## src/rtl/uart_frame_loader_pkg.sv

```systemverilog
// Shared opcodes, response codes, FSM state type and small helpers for the UART frame loader.
package uart_frame_pkg;

    localparam logic [7:0] CMD_MODE      = 8'h4D;
    localparam logic [7:0] CMD_FILL_BASE = 8'h40;
    localparam logic [7:0] ACK           = 8'h06;
    localparam logic [7:0] NAK           = 8'h15;
    localparam logic [7:0] ABORT         = 8'h18;
    localparam logic [7:0] BADCMD        = 8'h3F;

    typedef enum logic [3:0] {
        S_IDLE   = 4'd0,
        S_ADDR   = 4'd1,
        S_CNT    = 4'd2,
        S_DATA   = 4'd3,
        S_WRITE  = 4'd4,
        S_FILL_W = 4'd5,
        S_MODE   = 4'd6,
        S_CSUM   = 4'd7,
        S_RESP   = 4'd8
    } state_e;

    // Running 8-bit frame checksum; a good frame sums to zero.
    function automatic logic [7:0] csum_add(input logic [7:0] acc, input logic [7:0] b);
        return acc + b;
    endfunction

    function automatic int max3(input int a, input int b, input int c);
        int m;
        m = (a > b) ? a : b;
        return (m > c) ? m : c;
    endfunction

endpackage

```

## src/rtl/uart_frame_loader_field_shift.sv

```systemverilog
// LSB-first byte assembler for multi-byte frame fields; value shows the field including the byte
// being loaded this cycle so the caller can capture it on the same edge as last.
import uart_frame_pkg::*;

module frame_field_shift #(
    parameter int NB    = 2,
    parameter int IDX_W = 1
) (
    input  logic              clk,
    input  logic              rst,
    input  logic              clear,
    input  logic              load,
    input  logic [7:0]        din,
    output logic              last,
    output logic [NB*8-1:0]   value
);

    logic [IDX_W-1:0] idx_r;
    logic [NB*8-1:0]  acc_r;
    logic [NB*8-1:0]  value_s;

    // Merge the incoming byte into its lane of the accumulated field.
    always_comb begin
        value_s = acc_r;
        if (load) begin
            value_s[idx_r*8 +: 8] = din;
        end else begin
            value_s = acc_r;
        end
    end

    assign value = value_s;
    assign last  = load && (idx_r == IDX_W'(NB - 1));

    // Byte lane index and accumulator; index wraps after the final byte of a field.
    always_ff @(posedge clk) begin
        if (rst || clear) begin
            idx_r <= '0;
            acc_r <= '0;
        end else if (load) begin
            acc_r <= value_s;
            idx_r <= last ? '0 : idx_r + IDX_W'(1);
        end else begin
            acc_r <= acc_r;
            idx_r <= idx_r;
        end
    end

endmodule

```

## src/rtl/uart_frame_loader.sv

```systemverilog
// Host-to-FPGA frame loader: parses WRITE / FILL / MODE frames from a UART byte stream,
// issues held write requests to one of CHANNELS targets and answers with a status byte.
import uart_frame_pkg::*;

module uart_frame_loader #(
    parameter int ADDR_W      = 16,
    parameter int DATA_W      = 16,
    parameter int CHANNELS    = 4,
    parameter int TIMEOUT_CYC = 27_000_000
) (
    input  logic              clk,
    input  logic              rst,
    input  logic [7:0]        rx_data,
    input  logic              rx_data_valid,
    output logic              rx_data_ready,
    output logic [7:0]        tx_data,
    output logic              tx_data_valid,
    input  logic              tx_data_ready,
    output logic              wr_en,
    input  logic              wr_ready,
    output logic [3:0]        wr_sel,
    output logic [ADDR_W-1:0] wr_addr,
    output logic [DATA_W-1:0] wr_data,
    output logic [7:0]        mode_q,
    output logic              mode_we,
    output logic              busy
);

    localparam int ADDR_B = (ADDR_W + 7) / 8;
    localparam int DATA_B = DATA_W / 8;
    localparam int IDX_W  = $clog2(max3(ADDR_B, DATA_B, 2));
    localparam int WAIT_W = $clog2(TIMEOUT_CYC + 1);

    state_e              state_r;
    logic                rx_data_ready_r;
    logic [7:0]          tx_data_r;
    logic                tx_data_valid_r;
    logic                wr_en_r;
    logic [3:0]          wr_sel_r;
    logic [ADDR_W-1:0]   wr_addr_r;
    logic [DATA_W-1:0]   wr_data_r;
    logic [7:0]          mode_q_r;
    logic                mode_we_r;
    logic                busy_r;
    logic                err_r;
    logic                fill_r;
    logic                is_mode_r;
    logic [15:0]         cnt_r;
    logic [7:0]          sum_r;
    logic [7:0]          mode_byte_r;
    logic [7:0]          resp_r;
    logic                resp_loaded_r;
    logic [WAIT_W-1:0]   wait_r;

    logic                acc_s;
    logic                timed_s;
    logic                timeout_s;
    logic                clear_s;
    logic                addr_last_s;
    logic                cnt_last_s;
    logic                data_last_s;
    logic [ADDR_B*8-1:0] addr_val_s;
    logic [15:0]         cnt_val_s;
    logic [DATA_B*8-1:0] data_val_s;
    logic [7:0]          csum_next_s;

    assign acc_s       = rx_data_valid && rx_data_ready_r;
    assign clear_s     = (state_r == S_IDLE);
    assign csum_next_s = csum_add(sum_r, rx_data);

    // States that wait on the host and are therefore guarded by the inter-byte timeout.
    always_comb begin
        case (state_r)
            S_ADDR, S_CNT, S_DATA, S_MODE, S_CSUM: timed_s = 1'b1;
            default:                               timed_s = 1'b0;
        endcase
        if (timed_s && !acc_s && (wait_r == WAIT_W'(TIMEOUT_CYC - 1))) begin
            timeout_s = 1'b1;
        end else begin
            timeout_s = 1'b0;
        end
    end

    frame_field_shift #(.NB(ADDR_B), .IDX_W(IDX_W)) u_addr_shift (
        .clk   (clk),
        .rst   (rst),
        .clear (clear_s),
        .load  (acc_s && (state_r == S_ADDR)),
        .din   (rx_data),
        .last  (addr_last_s),
        .value (addr_val_s)
    );

    frame_field_shift #(.NB(2), .IDX_W(IDX_W)) u_cnt_shift (
        .clk   (clk),
        .rst   (rst),
        .clear (clear_s),
        .load  (acc_s && (state_r == S_CNT)),
        .din   (rx_data),
        .last  (cnt_last_s),
        .value (cnt_val_s)
    );

    frame_field_shift #(.NB(DATA_B), .IDX_W(IDX_W)) u_data_shift (
        .clk   (clk),
        .rst   (rst),
        .clear (clear_s),
        .load  (acc_s && (state_r == S_DATA)),
        .din   (rx_data),
        .last  (data_last_s),
        .value (data_val_s)
    );

    // Inter-byte wait counter; only runs while a frame is waiting on host bytes.
    always_ff @(posedge clk) begin
        if (rst) begin
            wait_r <= '0;
        end else if (acc_s || !timed_s) begin
            wait_r <= '0;
        end else begin
            wait_r <= wait_r + WAIT_W'(1);
        end
    end

    // Frame FSM with all registered outputs; rx_data_ready and busy are updated on each transition.
    always_ff @(posedge clk) begin
        if (rst) begin
            state_r         <= S_IDLE;
            rx_data_ready_r <= 1'b1;
            tx_data_r       <= 8'h00;
            tx_data_valid_r <= 1'b0;
            wr_en_r         <= 1'b0;
            wr_sel_r        <= 4'd0;
            wr_addr_r       <= '0;
            wr_data_r       <= '0;
            mode_q_r        <= 8'h00;
            mode_we_r       <= 1'b0;
            busy_r          <= 1'b0;
            err_r           <= 1'b0;
            fill_r          <= 1'b0;
            is_mode_r       <= 1'b0;
            cnt_r           <= 16'd0;
            sum_r           <= 8'h00;
            mode_byte_r     <= 8'h00;
            resp_r          <= 8'h00;
            resp_loaded_r   <= 1'b0;
        end else begin
            mode_we_r <= 1'b0;
            if (tx_data_valid_r && tx_data_ready) begin
                tx_data_valid_r <= 1'b0;
            end
            if (rx_data_valid && !rx_data_ready_r) begin
                err_r <= 1'b1;
            end

            if (timeout_s) begin
                tx_data_r       <= ABORT;
                tx_data_valid_r <= 1'b1;
                state_r         <= S_IDLE;
                busy_r          <= 1'b0;
                rx_data_ready_r <= 1'b1;
            end else begin
                case (state_r)
                    S_IDLE: begin
                        err_r <= 1'b0;
                        if (acc_s) begin
                            sum_r    <= rx_data;
                            wr_sel_r <= rx_data[3:0];
                            // MODE is decoded first so it wins over FILL channel 13 when CHANNELS=16.
                            if (rx_data == CMD_MODE) begin
                                is_mode_r <= 1'b1;
                                state_r   <= S_MODE;
                                busy_r    <= 1'b1;
                            end else if (rx_data < 8'(CHANNELS)) begin
                                is_mode_r <= 1'b0;
                                fill_r    <= 1'b0;
                                state_r   <= S_ADDR;
                                busy_r    <= 1'b1;
                            end else if ((rx_data >= CMD_FILL_BASE) &&
                                         (rx_data < (CMD_FILL_BASE + 8'(CHANNELS)))) begin
                                is_mode_r <= 1'b0;
                                fill_r    <= 1'b1;
                                state_r   <= S_ADDR;
                                busy_r    <= 1'b1;
                            end else begin
                                tx_data_r       <= BADCMD;
                                tx_data_valid_r <= 1'b1;
                            end
                        end
                    end
                    S_ADDR: begin
                        if (acc_s) begin
                            sum_r <= csum_next_s;
                            if (addr_last_s) begin
                                wr_addr_r <= addr_val_s[ADDR_W-1:0];
                                state_r   <= S_CNT;
                            end
                        end
                    end
                    S_CNT: begin
                        if (acc_s) begin
                            sum_r <= csum_next_s;
                            if (cnt_last_s) begin
                                cnt_r   <= cnt_val_s;
                                state_r <= S_DATA;
                            end
                        end
                    end
                    S_DATA: begin
                        if (acc_s) begin
                            sum_r <= csum_next_s;
                            if (data_last_s) begin
                                wr_data_r       <= data_val_s[DATA_W-1:0];
                                wr_en_r         <= 1'b1;
                                state_r         <= S_WRITE;
                                rx_data_ready_r <= 1'b0;
                            end
                        end
                    end
                    S_WRITE: begin
                        if (wr_en_r && wr_ready) begin
                            wr_en_r   <= 1'b0;
                            wr_addr_r <= wr_addr_r + ADDR_W'(1);
                            if (cnt_r == 16'd0) begin
                                state_r         <= S_CSUM;
                                rx_data_ready_r <= 1'b1;
                            end else begin
                                cnt_r <= cnt_r - 16'd1;
                                if (fill_r) begin
                                    state_r <= S_FILL_W;
                                end else begin
                                    state_r         <= S_DATA;
                                    rx_data_ready_r <= 1'b1;
                                end
                            end
                        end
                    end
                    S_FILL_W: begin
                        wr_en_r <= 1'b1;
                        state_r <= S_WRITE;
                    end
                    S_MODE: begin
                        if (acc_s) begin
                            sum_r       <= csum_next_s;
                            mode_byte_r <= rx_data;
                            state_r     <= S_CSUM;
                        end
                    end
                    S_CSUM: begin
                        if (acc_s) begin
                            if ((csum_next_s == 8'h00) && !err_r) begin
                                resp_r <= ACK;
                                if (is_mode_r) begin
                                    mode_q_r  <= mode_byte_r;
                                    mode_we_r <= 1'b1;
                                end
                            end else begin
                                resp_r <= NAK;
                            end
                            resp_loaded_r   <= 1'b0;
                            state_r         <= S_RESP;
                            rx_data_ready_r <= 1'b0;
                        end
                    end
                    S_RESP: begin
                        // Wait for any earlier status byte to drain before presenting the response.
                        if (!resp_loaded_r) begin
                            if (!tx_data_valid_r) begin
                                tx_data_r       <= resp_r;
                                tx_data_valid_r <= 1'b1;
                                resp_loaded_r   <= 1'b1;
                            end
                        end else if (tx_data_valid_r && tx_data_ready) begin
                            state_r         <= S_IDLE;
                            busy_r          <= 1'b0;
                            rx_data_ready_r <= 1'b1;
                        end
                    end
                    default: begin
                        wr_en_r         <= 1'b0;
                        state_r         <= S_IDLE;
                        busy_r          <= 1'b0;
                        rx_data_ready_r <= 1'b1;
                    end
                endcase
            end
        end
    end

    assign rx_data_ready = rx_data_ready_r;
    assign tx_data       = tx_data_r;
    assign tx_data_valid = tx_data_valid_r;
    assign wr_en         = wr_en_r;
    assign wr_sel        = wr_sel_r;
    assign wr_addr       = wr_addr_r;
    assign wr_data       = wr_data_r;
    assign mode_q        = mode_q_r;
    assign mode_we       = mode_we_r;
    assign busy          = busy_r;

endmodule

```

## config.mk

```make
export PLATFORM = sky130hd
export DESIGN_NAME = uart_frame_loader
export DESIGN_NICKNAME = d
export VERILOG_FILES = /design/src/rtl/uart_frame_loader_pkg.sv /design/src/rtl/uart_frame_loader_field_shift.sv /design/src/rtl/uart_frame_loader.sv
export SDC_FILE = /design/constraint.sdc
export NUM_CORES = 1
export LEC_CHECK = 0
export CORE_UTILIZATION = 62
export DETAILED_ROUTE_END_ITERATION = 8
export PLACE_DENSITY_LB_ADDON = 0.3
export SYNTH_ARGS = -nofsm -noshare
export SYNTH_HDL_FRONTEND = slang
export SYNTH_SLANG_ARGS = --single-unit
```

## constraint.sdc

```tcl
create_clock -name clk -period 7.4 [get_ports clk]
set_input_delay 1.48 -clock clk [delete_from_list [all_inputs] [get_ports clk]]
set_output_delay 1.48 -clock clk [all_outputs]
set_load 0.01 [all_outputs]
```

==> Yosys cells after proc, flatten, opt, wreduce, memory -nomap -nowiden <==
Index checks and enable logic that the tools add are counted.
{ "classes": {"addsub": 10, "order_cmp": 3, "eq_ne": 37, "shifts": 6, "muxes": 90, "bitwise": 8, "reduce_logical": 56} }
{ "ops": {"columns": ["cell", "count"], "rows": [
  ["$mux 16", 10],
  ["$neg 4->34", 3],
  ["$shift 8x34->16 const A", 3],
  ["$shiftx 8x34->16", 3],
  ["$mux 8", 8],
  ["$pmux 16 s2", 2],
  ["$mux 4", 15],
  ["$bwmux 16", 3],
  ["$mux 1", 40],
  ["$pmux 4 s9", 1],
  ["$pmux 8 s2", 2],
  ["$ne 2x2->1 const B", 15],
  ["$add 25x1->25 const B", 1],
  ["$eq 25x25->1 const B", 1],
  ["$reduce_and 5->1", 5],
  ["$ne 3x3->1 const B", 7],
  ["$add 16x1->16 const B", 1],
  ["$eq 4x3->1 const B", 4],
  ["$logic_not 16->1", 1],
  ["$sub 16x1->16 const B", 1],
  ["$reduce_or 5->1", 3],
  ["$logic_and 1x1->1", 14],
  ["$reduce_and 7->1", 2],
  ["$reduce_and 13->1", 1],
  ["other kinds (32)", 64]
]} }
{ "word_totals": {"regBits": 181, "inputBits": 13, "output_inout_bits": 57, "word_cells": 237} }

==> Longest topological paths before layout <==
Gate-level depths: netlist (run 1).
{ "depth": {"word_depth": 8, "ltp_mapped": 10, "ltp_nobuf": 9} }

==> Modules after synthesis <==
A second synthesis (run 1) with hierarchy kept.
{ "unflattened": {"hier_cells": 991, "area_unflattened_um2": 8839.7} }
{ "modules_own_cells": {"columns": ["mod", "instances", "cells_each", "area_each_um2", "seq_area_each_um2"], "rows": [
  ["uart_frame_loader", 1, 817, 6418.7, 2462.4],
  ["frame_field_shift", 3, 58, 807.0, 340.3]
]} }

==> Worst setup path before layout (run 1) <==
No wires, ideal clock.
{ "synth_timing": {"kind": "input port to flip-flop", "start": "input rx_data[1]", "end": "register mode_q_r[0] (netlist: mode_q[0])", "setup_ps": 132, "arrival_ps": 3667, "t_required_ps": 7268, "path_slack_ps": 3601, "cell_stages": 10, "n_path_buf": 2, "cell_sequence": "clkbuf_1 -> inv_1 -> fa_1 -> xor2_1 -> nor3b_1 -> o2111ai_1 -> or4_1 -> clkbuf_1 -> o21ai_0 -> a21oi_1"} }
{ "synth_between": {"elab_chain_len": 4} }
{ "synth_lines": {"columns": ["element", "line", "rtl"], "rows": [
  ["from (decl)", "uart_frame_loader.sv:13", "input logic [7:0] rx_data,"],
  ["$add 8x8->8", "uart_frame_loader_pkg.sv:25", "return acc + b;"],
  ["$logic_not 8->1", "uart_frame_loader.sv:251", "if ((csum_next_s == 8'h00) && !err_r) begin"],
  ["$logic_and 1x1->1", "uart_frame_loader.sv:251", null],
  ["$reduce_and 5->1 (no line)", null, null],
  ["to (signal assigned)", "uart_frame_loader.sv:254", "mode_q_r <= mode_byte_r;"],
  ["to (decl)", "uart_frame_loader.sv:42", "logic [7:0] mode_q_r;"]
]} }
No other way between the ends.
A chain may end at the register's enable or synchronous reset.

==> Worst setup path in the final report (run 1) <==
{ "layout_timing": {"start": "input rx_data[0]", "end": "register mode_q_r[0] (netlist: mode_q[0])"} }
Same word-level chain as after synthesis.

==> results.sh, run 1 <==
export IMPL_grt_antenna_before_repair=0
export IMPL_final_cell_area_mm2=0.00891
export IMPL_diodes=0
export IMPL_clock_path_buffers=2
export IMPL_rows=40
export IMPL_clkLatencyLatePin_ns=0.43
export IMPL_cts_resized=0
export IMPL_cp_slowest_cell="clkdlybuf4s50_1"
export IMPL_grtUsageTotal_pct=30.6
export IMPL_die_x_um=113
export IMPL_vias=6894
export IMPL_wl_met3_mm=1.31
export IMPL_die_area_mm2=0.0128
export IMPL_clockRootBuffer="clkbuf_16"
export IMPL_yosysSeqAreaShare_pct=42.0
export IMPL_rr_worst_depth=5
export IMPL_post_cts_buffers=0
export IMPL_outcome="finished clean"
export IMPL_fillers=881
export IMPL_cpLargestDelayFamily="buffers and inverters"
export IMPL_min_to="tx_data[3]"
export IMPL_synth_cell_types=73
export IMPL_synthCells=929
export IMPL_timing_hold_violations_final=0
export IMPL_yosys_warnings=0
export IMPL_worst_path_buf_inv=2
export IMPL_synth_area_leaders="dfxtp_1, mux2i_1, nor2_1, a21oi_1, nand2_1"
export IMPL_ys_flop_type="dfxtp_1"
export IMPL_slew_headroom_pct=27.0
export IMPL_viasPerCell=6.16
export IMPL_fin_crit_ns=4.40
export IMPL_drt_first_pass_iters=6
export IMPL_cts_clk_slew_worst_paths_ns=0.07
export IMPL_wl_met2_mm=8.79
export IMPL_grt_pass1_wl_mm=31.3
export IMPL_setup_viol=0
export IMPL_slew_violations=0
export IMPL_dr_first_iter_drc_count=688
export IMPL_yosys_area_top_type="dfxtp_1"
export IMPL_area_growth_pct=16.2
export IMPL_rsz0062_at_grt="false"
export IMPL_worst_slew_pin_transition_ns=1.09
export IMPL_synth_top_area_share_pct=42.0
export IMPL_p_per_area_mw_per_mm2=213
export IMPL_cp_data_required_time_ns=7.67
export IMPL_cp_max_fo=11
export IMPL_setup_tns_ns=0
export IMPL_dp_hpwl_mm=11.8
export IMPL_avgRoutedWirePerCell_um=16.9
export IMPL_place_area_mm2=0.00830
export IMPL_r2r_start="state_r[1]"
export IMPL_synth_area_mm2=0.00767
export IMPL_cp_slowest_stage_delay_ns=0.82
export IMPL_min_path_type="flop to flop"
export IMPL_ys_top_cells_by_count="dfxtp_1, nor2_1, nand2_1"
export IMPL_wirelength_met1_mm=8.48
export IMPL_clock_fmax_mhz=227
export IMPL_cts_made_buffers=17
export IMPL_finClkSkew_ns=0.00790
export IMPL_hold_buffers=0
export IMPL_critPathArrivalTime_ns=4.67
export IMPL_overflow=0
export IMPL_synth_most_common_cell="dfxtp_1"
export IMPL_regToRegSetupSlack_ns=4.28
export IMPL_maxUsedRoutingLayer="met4"
export IMPL_drtAntennaViolNets=0
export IMPL_synth_seq_cells=161
export IMPL_peakVddDrop_v=0.000156
export IMPL_gp_congestion=0.882
export IMPL_syn_area_per_cell_um2=8.25
export IMPL_final_layout_size_suffix_gt1_share_pct=6.58
export IMPL_fin_nets=984
export IMPL_maxCapViolCount=0
export IMPL_start_kind="input pin"
export IMPL_clock_sinks=161
export IMPL_grt_max_degree=87
export IMPL_routed_wl_mm=18.9
export IMPL_io_pin_count=70
export IMPL_cp_end_kind="flop"
export IMPL_cts_tree="yes"
export IMPL_cp_cell_sequence="clkdlybuf4s50_1 > ha_1 > inv_1 > fa_1 > xor2_1 > nor3b_1 > o2111ai_1 > or4_1 > o21ai_0 > a21oi_1"
export IMPL_period_share_pct=59.4
export IMPL_reg2reg_to="cnt_r[0]"
export IMPL_fp_coreArea_mm2=0.0120
export IMPL_htree_levels=4
export IMPL_synth_edf_count=0
export IMPL_crit_type="input pin to flop"
export IMPL_grt_pass1_vias=6417
export IMPL_start_util_pct=63.8
export IMPL_drc=0
export IMPL_hold_start="tx_data[3]"
export IMPL_async_flop_share_pct=0
export IMPL_holdPathStages=2
export IMPL_leakage_nw=3.09
export IMPL_numPortBuffers=67
export IMPL_die_h_um=113
-- placed cells by master (no fill, tap or decap), drive strengths merged, types with 3 or more instances in the layout --
cell,n
nand2,97
nand3,26
ha,10
a31oi,6
o22ai,10
nor4,7
nand3b,4
mux2i,52
a21oi,82
nand2b,8
or3,4
clkbuf,17
nor2b,8
o21ai,68
a211oi,15
xor2,19
nand4,22
nor3b,6
clkinv,4
nor2,137
and3,7
and4,6
o211ai,8
a22oi,5
xnor2,8
and2,7
buf,11
nor3,23
dfxtp,161
clkinvlp,4
inv,19
clkdlybuf4s50,66
or4,5
bufinv,3
-- cell families (layout without fill, tap and decap cells) --
family / after synthesis / after routing / share of synthesized area (%)
compound gates: 218 / 218 / 17.4
xor+xnor: 27 / 27 / 3.08
fa+ha+maj: 11 / 11 / 1.89
buf+inv: 81 / 124 / 4.63
flops: 161 / 161 / 42.0
mux: 54 / 54 / 7.08
other cells: 1 / 2 / 0.0489
simple gates: 376 / 376 / 23.8
-- worst register-to-register path: stages, from the launching register on --
cell and delay [ns]:
dfxtp_1 0.78, o21ai_0 0.31, nor4_2 0.99, a2111o_1 0.55, a21oi_1 0.09, o221a_2 0.29
-- registers in the layout, indices dropped and copies added, names as in the netlist, 3 cells and up --
signal	cells
u_addr_shift.acc_r	11
wait_r	25
mode_q	8
resp_r	3
wr_data	16
tx_data	6
wr_addr	16
cnt_r	16
u_cnt_shift.acc_r	16
wr_sel	4
mode_byte_r	8
u_data_shift.acc_r	8
state_r	4
sum_r	8
-- power by group --
| group | leakage [nW] | internal, mW | switching, mW | total, mW |
|---|---|---|---|---|
| logic | 1.50 | 0.0408 | 0.0682 | 0.109 |
| clock network | 0.287 | 0.534 | 0.372 | 0.906 |
| registers | 1.30 | 0.874 | 0.00515 | 0.880 |
| total | 3.09 | 1.45 | 0.445 | 1.89 |
-- routing by layer --
metal | up-vias | GRT usage, %
li1 | 3337 | -
met4 | 0 | 9.74
met2 | 293 | 50.3
met1 | 3226 | 40.1
met3 | 38 | 6.70
met5 | - | 0
-- through the flow --
step	utilization [%]	total power [mW]	instances	hold slack [ns]	setup slack, ns
final	74.2	1.89	1120	0.453	3.00
after global routing	74.2	1.95	1120	0.470	2.77
after CTS	74.2	1.90	1120	0.455	3.07
after detailed placement	69.1	1.00	1088	0.446	2.67
after global placement	69.1	1.00	1088	0.438	2.72
after floorplan	-	0.967	930	0.430	3.60
-- layout make-up --
type,instances,area (um2),area share (%)
inverters,15,56.3,0.632
multi-input cells,688,4100,46.0
repair buffers,77,741,8.31
well taps,147,184,2.06
clock inverters,15,183,2.05
clock buffers,17,425,4.77
flip-flops and latches,161,3220,36.2
-- worst max path at each step --
| stage | startpoint | endpoint | slack [ns] | depth (start not counted) |
|---|---|---|---|---|
| floorplan | rx_data[1] | mode_q[0] | 3.60 | 10 |
| global placement | rx_data[0] | mode_q[4] | 2.72 | 10 |
| detailed placement | rx_data[0] | mode_q[0] | 2.67 | 10 |
| CTS | rx_data[0] | mode_q[0] | 3.07 | 10 |
| global route | rx_data[0] | mode_q[4] | 2.77 | 10 |
| finish | rx_data[0] | mode_q[0] | 3.00 | 10 |
Note: power is estimated with default switching activity, not from simulation.
==> run 2, diff against run 1 <==
--- a/config.mk
+++ b/config.mk
@@ -5,7 +5,7 @@
 export SDC_FILE = /design/constraint.sdc
 export NUM_CORES = 1
 export LEC_CHECK = 0
-export CORE_UTILIZATION = 62
+export CORE_UTILIZATION = 57
 export DETAILED_ROUTE_END_ITERATION = 8
 export PLACE_DENSITY_LB_ADDON = 0.3
 export SYNTH_ARGS = -nofsm -noshare
==> constraint.sdc (replaced) <==
create_clock -name clk -period 4.4 [get_ports clk]
set_input_delay 0.88 -clock clk [delete_from_list [all_inputs] [get_ports clk]]
set_output_delay 0.88 -clock clk [all_outputs]
set_load 0.01 [all_outputs]
==> results.sh, run 2 (synthesis gave the netlist of run 1 again) <==
export IMPL_start_kind="input pin"
export IMPL_clock_fmax_mhz=295
export IMPL_cts_tree="yes"
export IMPL_fin_crit_ns=3.39
export IMPL_cp_max_fo=8
export IMPL_rows=42
export IMPL_start_util_pct=58.1
export IMPL_grt_max_degree=86
export IMPL_htree_levels=4
export IMPL_routed_wl_mm=19.0
export IMPL_final_layout_size_suffix_gt1_share_pct=8.27
export IMPL_pwr_share_seq_pct=47.5
export IMPL_largest_reg_flops=25
export IMPL_fin_util_pct=68.6
export IMPL_period_share_pct=77.2
export IMPL_cp_end_kind="flop"
export IMPL_finalWorstSetupSlack_ns=1.01
export IMPL_holdWs_ns=0.454
export IMPL_numPortBuffers=67
export IMPL_setup_tns_ns=0
export IMPL_switchingPower_mw=0.774
export IMPL_cp_data_required_time_ns=4.68
export IMPL_power_frac_comb_pct=6.1
export IMPL_outcome="finished clean"
export IMPL_final_cells=1167
export IMPL_leakage_nw=3.16
export IMPL_dr_first_iter_drc_count=500
export IMPL_setup_viol=0
export IMPL_dp_cells=1135
export IMPL_area_growth_pct=18.0
export IMPL_grt_pass1_vias=6207
export IMPL_regMostFlops="wait_r"
export IMPL_final_cell_mix="dfxtp_1, nor2_1, nand2_1, a21oi_1, clkdlybuf4s50_1"
export IMPL_slew_headroom_pct=37.2
export IMPL_hold_buffers=0
export IMPL_crit_type="input pin to flop"
export IMPL_maxCapViolCount=0
export IMPL_cts_resized=0
export IMPL_fin_nets=1002
export IMPL_clkPwrFrac_pct=46.4
export IMPL_total_power_mw=3.11
export IMPL_peakVddDrop_v=0.000244
export IMPL_diodes=0
export IMPL_min_path_type="flop to flop"
export IMPL_finClkSkew_ns=0.00963
export IMPL_cts_clk_slew_worst_paths_ns=0.07
export IMPL_clock_path_buffers=2
export IMPL_fp_coreArea_mm2=0.0132
export IMPL_swShare_pct=24.9
export IMPL_place_area_mm2=0.00847
export IMPL_place_ws_ns=0.618
export IMPL_layout_cells_most_common="dfxtp_1"
export IMPL_gp_congestion=0.894
export IMPL_p_per_area_mw_per_mm2=344
export IMPL_final_cell_area_mm2=0.00905
export IMPL_slew_violations=0
export IMPL_post_cts_buffers=0
export IMPL_die_h_um=118
export IMPL_vias=6889
export IMPL_cts_made_buffers=17
export IMPL_rsz0062_at_grt="false"
export IMPL_die_x_um=118
export IMPL_dp_hpwl_mm=12.1
export IMPL_grt_pass1_wl_mm=30.9
export IMPL_overflow=0
export IMPL_internal_power_mw=2.34
export IMPL_die_area_mm2=0.0139
export IMPL_drc=0
export IMPL_clock_sinks=161
export IMPL_drtAntennaViolNets=0
export IMPL_avgRoutedWirePerCell_um=16.2
export IMPL_critPathArrivalTime_ns=3.67
export IMPL_clockRootBuffer="clkbuf_16"
export IMPL_grt_antenna_before_repair=0
export IMPL_io_pin_count=70
export IMPL_grtUsageTotal_pct=27.7
export IMPL_worst_slew_pin_transition_ns=0.943
export IMPL_clkLatencyLatePin_ns=0.43
export IMPL_drt_first_pass_iters=5
export IMPL_viasPerCell=5.90
export IMPL_timing_hold_violations_final=0
[run 2: changes by cell type in the layout (fill, tap and decap cells not counted), sizes merged]
cell,before,now
clkinv,4,5
clkinvlp,4,3
bufinv,3,1
inv,19,21
buf,11,29
[run 2: power groups by stage]
| stage | Clock, mW | Combinational, mW | Sequential, mW |
|---|---|---|---|
| floorplan | 0 | 0.113 | 1.51 |
| global placement | 0 | 0.182 | 1.51 |
| detailed placement | 0 | 0.185 | 1.51 |
| CTS | 1.46 | 0.186 | 1.48 |
| global route | 1.54 | 0.203 | 1.48 |
| finish | 1.44 | 0.189 | 1.48 |
[run 2: path summary, 6_finish.rpt]
| path | slack, ns | end | cells after the start | start |
|---|---|---|---|---|
| max | 1.01 | mode_q[0] | 10 | rx_data[0] |
| min reg2reg | 0.45 | tx_data[5] | 2 | tx_data[5] |
| max reg2reg | 1.43 | cnt_r[3] | 6 | state_r[2] |
| min | 0.45 | tx_data[5] | 2 | tx_data[5] |
[run 2: area by class of cell]
| cell class | count | area (um2) |
|---|---|---|
| clock buffer | 17 | 425 |
| clock inverter | 15 | 148 |
| fill | 1104 | 4140 |
| inverter | 15 | 56.3 |
| multi-input combinational | 688 | 4100 |
| sequential | 161 | 3220 |
| tap | 176 | 220 |
| timing repair buffer | 95 | 876 |
[run 2: worst max-delay path, stage by stage]
cell and delay (ns):
clkdlybuf4s50_1 0.50, ha_1 0.22, inv_1 0.07, fa_1 0.41, xor2_1 0.18, nor3b_1 0.23
o2111ai_1 0.21, or4_1 0.66, o21ai_0 0.23, a21oi_1 0.09
[run 2: routing by layer]
metal  track usage, %  routed length [um]
met4             10.9                 365
met1             37.8                8560
met5                0                   0
met2             43.1                8840
met3             5.23                1200
==> run 3, diff against run 2 <==
==> constraint.sdc (replaced) <==
create_clock -name clk -period 3.32 [get_ports clk]
set_input_delay 0.664 -clock clk [delete_from_list [all_inputs] [get_ports clk]]
set_output_delay 0.664 -clock clk [all_outputs]
set_load 0.01 [all_outputs]
==> results.sh, run 3 (synthesis gave the netlist of run 1 again) <==
export IMPL_outcome="finished clean"
export IMPL_numPortBuffers=67
export IMPL_finalWorstSetupSlack_ns=0.243
export IMPL_pwr_share_seq_pct=47.9
export IMPL_drt_first_pass_iters=5
export IMPL_setup_viol=0
export IMPL_wl_met2_mm=8.68
export IMPL_fp_coreArea_mm2=0.0132
export IMPL_cp_slowest_cell="or4_1"
export IMPL_hold_start="u_data_shift.acc_r[3]"
export IMPL_cts_resized=0
export IMPL_cp_slowest_stage_delay_ns=0.64
export IMPL_largest_reg_flops=25
export IMPL_timing_hold_violations_final=0
export IMPL_clock_fmax_mhz=325
export IMPL_cp_cell_sequence="clkdlybuf4s50_1 > ha_1 > inv_1 > fa_1 > xor2_1 > nor3b_1 > o2111ai_1 > or4_1 > o21ai_0 > a21oi_1"
export IMPL_overflow=0
export IMPL_wl_met3_mm=1.34
export IMPL_holdWs_ns=0.451
export IMPL_wirelength_met1_mm=8.34
export IMPL_grt_pass1_wl_mm=30.8
export IMPL_cp_max_fo=8
export IMPL_drc=0
export IMPL_clockRootBuffer="clkbuf_16"
export IMPL_power_frac_comb_pct=6.5
export IMPL_die_area_mm2=0.0139
export IMPL_cp_data_required_time_ns=3.60
export IMPL_dp_hpwl_mm=12.2
export IMPL_grt_max_degree=61
export IMPL_reg2reg_to="mode_q[2]"
export IMPL_worst_slew_pin_transition_ns=0.887
export IMPL_clkLatencyLatePin_ns=0.43
export IMPL_final_cell_mix="dfxtp_1, nor2_1, nand2_1, a21oi_1, clkdlybuf4s50_1"
export IMPL_die_x_um=118
export IMPL_clock_sinks=161
export IMPL_crit_type="input pin to flop"
export IMPL_layout_cells_most_common="dfxtp_1"
export IMPL_place_ws_ns=-0.173
export IMPL_period_share_pct=92.7
export IMPL_viasPerCell=5.89
export IMPL_area_growth_pct=19.5
export IMPL_min_path_type="flop to flop"
export IMPL_hold_buffers=0
export IMPL_worstSetupPathDepth=10
export IMPL_drtAntennaViolNets=0
export IMPL_grt_pass1_vias=6306
export IMPL_fin_nets=1019
export IMPL_clock_path_buffers=2
export IMPL_critPathArrivalTime_ns=3.36
export IMPL_finClkSkew_ns=0.00602
export IMPL_rr_worst_depth=9
export IMPL_swShare_pct=24.2
export IMPL_regMostFlops="wait_r"
export IMPL_peakVddDrop_v=0.000419
export IMPL_crit_start="rx_data[0]"
export IMPL_io_pin_count=70
export IMPL_internal_power_mw=3.10
export IMPL_post_cts_buffers=0
export IMPL_avgRoutedWirePerCell_um=15.7
export IMPL_cpLargestDelayFamily="simple AND/OR/NAND/NOR gates"
export IMPL_fin_crit_ns=3.08
export IMPL_p_per_area_mw_per_mm2=447
export IMPL_routed_wl_mm=18.6
export IMPL_setup_tns_ns=0
export IMPL_start_util_pct=58.1
export IMPL_cts_clk_slew_worst_paths_ns=0.07
export IMPL_fillers=1048
export IMPL_diodes=0
export IMPL_htree_levels=4
export IMPL_vias=6970
export IMPL_grtUsageTotal_pct=27.4
export IMPL_gp_congestion=0.890
export IMPL_dr_first_iter_drc_count=524
export IMPL_maxCapViolCount=0
export IMPL_die_h_um=118
export IMPL_r2r_start="sum_r[0]"
export IMPL_switchingPower_mw=0.991
export IMPL_final_layout_size_suffix_gt1_share_pct=9.72
export IMPL_leakage_nw=3.24
export IMPL_cp_end_kind="flop"
export IMPL_slew_violations=0
export IMPL_regToRegSetupSlack_ns=0.62
export IMPL_cts_made_buffers=17
export IMPL_clkPwrFrac_pct=45.6
export IMPL_slew_headroom_pct=40.9
export IMPL_cts_tree="yes"
export IMPL_grt_antenna_before_repair=0
export IMPL_maxUsedRoutingLayer="met4"
export IMPL_worst_path_buf_inv=2
export IMPL_start_kind="input pin"
export IMPL_rsz0062_at_grt="false"
export IMPL_rows=42
export IMPL_cp_endpoint="mode_q[2]"
[run 3: cell type report]
type | instances | area, um2 | area share, %
Inverter | 15 | 56.3 | 0.614
Sequential cell | 161 | 3220 | 35.2
Clock buffer | 18 | 429 | 4.68
Tap cell | 176 | 220 | 2.40
Timing Repair Buffer | 112 | 1000 | 11.0
Clock inverter | 14 | 133 | 1.45
Multi-Input combinational cell | 688 | 4100 | 44.7
[run 3: worst min-delay path by stage]
stage                  end  depth (start not counted)
6_report        wr_data[3]                          2
3_3_place_gp    wr_data[4]                          2
5_1_grt        wr_data[11]                          2
4_1_cts         wr_data[0]                          2
2_1_floorplan    wait_r[0]                          1
3_5_place_dp    wr_data[3]                          2
[run 3: power groups by stage]
stage	Clock, mW	Combinational, mW	Sequential (mW)
3_3_place_gp	0	0.258	2.00
4_1_cts	1.89	0.262	1.96
2_1_floorplan	0	0.150	2.01
3_5_place_dp	0	0.260	2.00
5_1_grt	1.98	0.288	1.96
6_report	1.87	0.265	1.96
[run 3: metal layers]
layer  vias to the layer above  GRT usage, %
li1                       3405             -
met5                         -             0
met3                        19          5.91
met4                         0          10.7
met2                       263          43.2
met1                      3283          36.4
[run 3: worst register-to-register path: cells and delay by family, from the launching register on]
kind | cells | cell delay [ns]
compound gates | 3 | 0.54
xor+xnor | 1 | 0.18
fa+ha+maj | 2 | 0.57
buf+inv | 1 | 0.05
flops | 1 | 0.33
simple gates | 2 | 0.87
[run 3: per-stage QoR]
stage	area [um2]	utilization [%]	std cells	power, mW
after floorplan	7670	-	930	2.16
after global routing	9160	69.5	1184	4.23
after CTS	9160	69.5	1184	4.11
after detailed placement	8600	65.2	1152	2.26
after global placement	8600	65.2	1152	2.26
final	9160	69.5	1184	4.09
